## config.mk

```make
export PLATFORM = sky130hd
export DESIGN_NAME = feed_forward_nn
export DESIGN_NICKNAME = d
export VERILOG_FILES = /design/src/rtl/feed_forward_nn.sv
export SDC_FILE = /design/constraint.sdc
export NUM_CORES = 1
export LEC_CHECK = 0
export CORE_UTILIZATION = 53
export CTS_CLUSTER_SIZE = 24
export DETAILED_ROUTE_END_ITERATION = 10
export GPL_ROUTABILITY_DRIVEN = 1
export PLACE_DENSITY = 0.74
export SKIP_CTS_REPAIR_TIMING = 1
export SLEW_MARGIN = 30
export SYNTH_ARGS = -nofsm -noshare
export SYNTH_HDL_FRONTEND = slang
export SYNTH_SLANG_ARGS = --single-unit
```

## constraint.sdc

```tcl
create_clock -name CLK -period 2.9 [get_ports CLK]
set_input_delay 0.29 -clock CLK [delete_from_list [all_inputs] [get_ports CLK]]
set_output_delay 0.29 -clock CLK [all_outputs]
set_load 0.01 [all_outputs]
```

## src/rtl/feed_forward_nn.sv

```systemverilog
// Fixed-weight 3-stage pipelined classifier: 4 signed inputs, 3 ReLU hidden units, 2 step outputs.
// One vector accepted per clock; y0/y1 reflect the vector sampled two edges earlier.
module feed_forward_nn #(
  parameter int unsigned IN_W  = 9,
  parameter int unsigned ACC_W = 12
) (
  input  logic                   CLK,
  input  logic                   RST,
  input  logic signed [IN_W-1:0] x0,
  input  logic signed [IN_W-1:0] x1,
  input  logic signed [IN_W-1:0] x2,
  input  logic signed [IN_W-1:0] x3,
  output logic                   y0,
  output logic                   y1
);

  // Stage 1: input register
  logic signed [IN_W-1:0] xr0_q, xr1_q, xr2_q, xr3_q;

  always_ff @(posedge CLK or negedge RST) begin
    if (!RST) begin
      xr0_q <= '0;
      xr1_q <= '0;
      xr2_q <= '0;
      xr3_q <= '0;
    end else begin
      xr0_q <= x0;
      xr1_q <= x1;
      xr2_q <= x2;
      xr3_q <= x3;
    end
  end

  // Stage 2: hidden layer. Weights are +/-1, so products reduce to add/sub.
  logic signed [ACC_W-1:0] e0, e1, e2, e3;
  logic signed [ACC_W-1:0] s0, s1, s2;
  logic signed [ACC_W-1:0] h0_d, h1_d, h2_d;
  logic signed [ACC_W-1:0] h0_q, h1_q, h2_q;

  always_comb begin
    e0 = {{(ACC_W-IN_W){xr0_q[IN_W-1]}}, xr0_q};
    e1 = {{(ACC_W-IN_W){xr1_q[IN_W-1]}}, xr1_q};
    e2 = {{(ACC_W-IN_W){xr2_q[IN_W-1]}}, xr2_q};
    e3 = {{(ACC_W-IN_W){xr3_q[IN_W-1]}}, xr3_q};

    s0 = e0 - e2;
    s1 = e1 - e3;
    s2 = e2 + e3 - e0 - e1;

    // ReLU: a negative sum clamps to zero, zero passes through unchanged.
    h0_d = s0[ACC_W-1] ? '0 : s0;
    h1_d = s1[ACC_W-1] ? '0 : s1;
    h2_d = s2[ACC_W-1] ? '0 : s2;
  end

  always_ff @(posedge CLK or negedge RST) begin
    if (!RST) begin
      h0_q <= '0;
      h1_q <= '0;
      h2_q <= '0;
    end else begin
      h0_q <= h0_d;
      h1_q <= h1_d;
      h2_q <= h2_d;
    end
  end

  // Stage 3: output layer with strict step activation (a zero sum yields 0).
  logic signed [ACC_W-1:0] o0, o1;
  logic                    y0_d, y1_d;
  logic                    y0_q, y1_q;

  always_comb begin
    o0   = h0_q + h1_q - h2_q;
    o1   = h2_q - h0_q;
    y0_d = !o0[ACC_W-1] && (|o0);
    y1_d = !o1[ACC_W-1] && (|o1);
  end

  always_ff @(posedge CLK or negedge RST) begin
    if (!RST) begin
      y0_q <= 1'b0;
      y1_q <= 1'b0;
    end else begin
      y0_q <= y0_d;
      y1_q <= y1_d;
    end
  end

  assign y0 = y0_q;
  assign y1 = y1_q;

endmodule

```

==> metrics.yaml <==
cp-start-kind: "flop"
n_antenna_cell: 0
vias: 3723
viasPerCell: 5.36
fin_crit_ns: 3.06
max_freq_mhz: 327
clk_latency_ns: 0.34
synth_edf_count: 0
async_reset_ff_share_pct: 100
worst_slew_pin_slew_ns: 0.577
final_common_cell: "inv_1"
grt.total_usage_pct: 22.5
relSlewSlack_pct: 61.5
worstRegToRegCells: 14
firstDrtPassIters: 4
synth_cells: 478
grt_overflow: 0
grt_pass1_vias: 3875
fin_nets: 701
stdcell_area_sq_um: 6110
critPathRequiredTime_ns: 3.13
hpwl_microns: 8070
drt_wl_total_microns: 10400
cap_viol_max_count: 0
clk_path_buf_depth: 2
placed_area_sq_um: 5660
fin_util_pct: 70.4
worst_setup_path_end_kind: "flop"
hold_class: "primary input to flop"
layout-drive-gt1-share_pct: 19.3
fp.dieW_microns: 96.7
fill_cells: 657
cp.arrival_ns: 3.29
grt_max_degree: 49
port_buffers: 39
hold_viol: 0
syn-num-nets: 597
placed_cells: 674
leakage_nw: 2.97
synthFlopType: "dfrtp_1"
setup-tns-final_ns: -0.850
clkTransAtPathRegs_ns: 0.08
drv_slew: 0
whs_ns: 0.373
wire_per_inst_microns: 14.9
ir_worst_vdd_mv: 0.419
die_h_microns: 96.7
area_growth_pct: 28.7
status: "finished, violations left"
syn_area_sq_um: 4750
tritoncts: "done"
setup_violations: 11
ios: 40
die_area_sq_um: 9340
final_cell_mix: "inv_1, dfrtp_1, buf_4"
cts_root_buf: "clkbuf_8"
drt_iter0_drc: 124
place.gp.congestion: 0.902
core_sq_um: 8680
synth_cell_types: 54
path_class: "flop to flop"
fin_skew_ns: 0.0171
syn_avg_cell_area_sq_um: 9.93
numCtsBuffers: 9
h-tree-depth: 3
worst_slack_ns: -0.158
fin_crit_sh_pct: 105
drcViolationCount: 0
synth_seq_area_share_pct: 35.3
critPathMaxFanout: 2
yosysWarnings: 0
clkSinkCount: 67
rsz0062_at_grt: "true"
grt_pass1_wl_microns: 16700
ys_ff_latch: 67
start_util_pct: 54.7
whs_path_depth: 1
antenna_left: 0
violations: "setup timing"
p_per_area_nw_per_um2: 936
stdcell_count: 695
antenna_found_initial: 0
rows: 34
==> stage by stage <==
| step | setup slack (ns) | total power, W |
|---|---|---|
| floorplan | 0.00931 | 0.00351 |
| global placement | -0.168 | 0.00443 |
| detailed placement | -0.179 | 0.00455 |
| CTS | -0.188 | 0.00543 |
| global route | -0.296 | 0.00618 |
| finish | -0.158 | 0.00572 |
==> flip-flops by register name (all words and copies together) (netlist names) <==
signal / count
y0: 1
h1_q: 9
y1: 1
xr3_q: 9
h0_q: 9
h2_q: 11
xr0_q: 9
xr1_q: 9
xr2_q: 9
==> critical path, stage by stage, from the launching register on <==
cell	delay [ns]
dfrtp_1	0.35
inv_2	0.05
fa_1	0.54
inv_2	0.04
fa_1	0.48
inv_2	0.05
ha_4	0.16
inv_2	0.05
fa_2	0.19
nor2b_2	0.05
o31a_1	0.32
o21bai_2	0.19
nand2_2	0.11
a21o_1	0.17
a22o_1	0.19
==> area by class of cell <==
| cell class | instances | area, sq um | area share, % |
|---|---|---|---|
| sequential | 67 | 1680 | 27.4 |
| clock buffer | 12 | 155 | 2.54 |
| multi-input combinational | 310 | 2890 | 47.3 |
| timing repair buffer | 93 | 803 | 13.1 |
| inverter | 101 | 379 | 6.20 |
| clock inverter | 4 | 72.6 | 1.19 |
| tap | 108 | 135 | 2.21 |
==> Yosys cell counts (all sizes together), types with 2 or more instances <==
cell / number / area share [%]
and3: 3 / 0.50
ha: 50 / 13
o21bai: 3 / 0.47
a221oi: 2 / 0.74
a31oi: 3 / 0.40
a211oi: 8 / 1.3
fa: 31 / 13
o41ai: 3 / 0.71
a21o: 9 / 1.4
inv: 101 / 8.0
a31o: 3 / 0.55
nor3b: 5 / 0.79
a21boi: 3 / 0.47
nand3: 3 / 0.32
mux2i: 2 / 0.42
or3: 2 / 0.26
nor3: 15 / 1.6
nor2: 39 / 3.1
nand2: 13 / 1.0
o21ai: 17 / 1.8
nand2b: 4 / 0.53
or4: 3 / 0.47
dfrtp: 67 / 35
o21a: 9 / 1.4
o221ai: 3 / 0.55
o211ai: 5 / 0.79
a21oi: 19 / 2.0
xor2: 6 / 1.1
nand4: 3 / 0.40
o31ai: 4 / 0.63
xnor2: 11 / 2.0
nor2b: 9 / 1.2
a22oi: 2 / 0.32
==> cell families (layout without fill, tap and decap cells) <==
logic type / after synthesis / in the layout / synth area share [%]
AND/OR/NAND/NOR: 106 / 106 / 11.4
flip-flops: 67 / 67 / 35.3
adder cells (fa/ha/maj): 81 / 81 / 26.2
buffers and inverters: 102 / 210 / 8.06
AO/OA/AOI/OAI: 103 / 104 / 15.4
multiplexers: 2 / 2 / 0.422
XOR/XNOR: 17 / 17 / 3.14
==> where the power goes <==
part	leakage [nW]	internal, W	switching, W	total [W]
logic	2.06	0.00177	0.00190	0.00367
clock network	0.113	0.000530	0.000344	0.000874
registers	0.804	0.00110	0.0000855	0.00118
total	2.97	0.00339	0.00233	0.00572
==> worst paths after layout <==
kind,from,to,slack [ns]
max,xr0_q[0]$_DFF_PN0_,h2_q[10]$_DFF_PN0_,-0.16
min,x2[2],xr2_q[2]$_DFF_PN0_,0.37
max reg2reg,xr0_q[0]$_DFF_PN0_,h2_q[10]$_DFF_PN0_,-0.16
min reg2reg,xr3_q[0]$_DFF_PN0_,h1_q[0]$_DFF_PN0_,0.57
max in group asynchronous,RST,h2_q[6]$_DFF_PN0_,1.71
min in group asynchronous,RST,xr0_q[1]$_DFF_PN0_,0.49
==> routing by layer <==
metal	vias up	share of wire (%)	track usage (%)
met3	30	2.4	2.82
met5	-	0	0
li1	1815	-	-
met2	98	53	40.2
met1	1780	41	25.8
met4	0	3.8	12.7
Power figures use the tool's default switching activity.
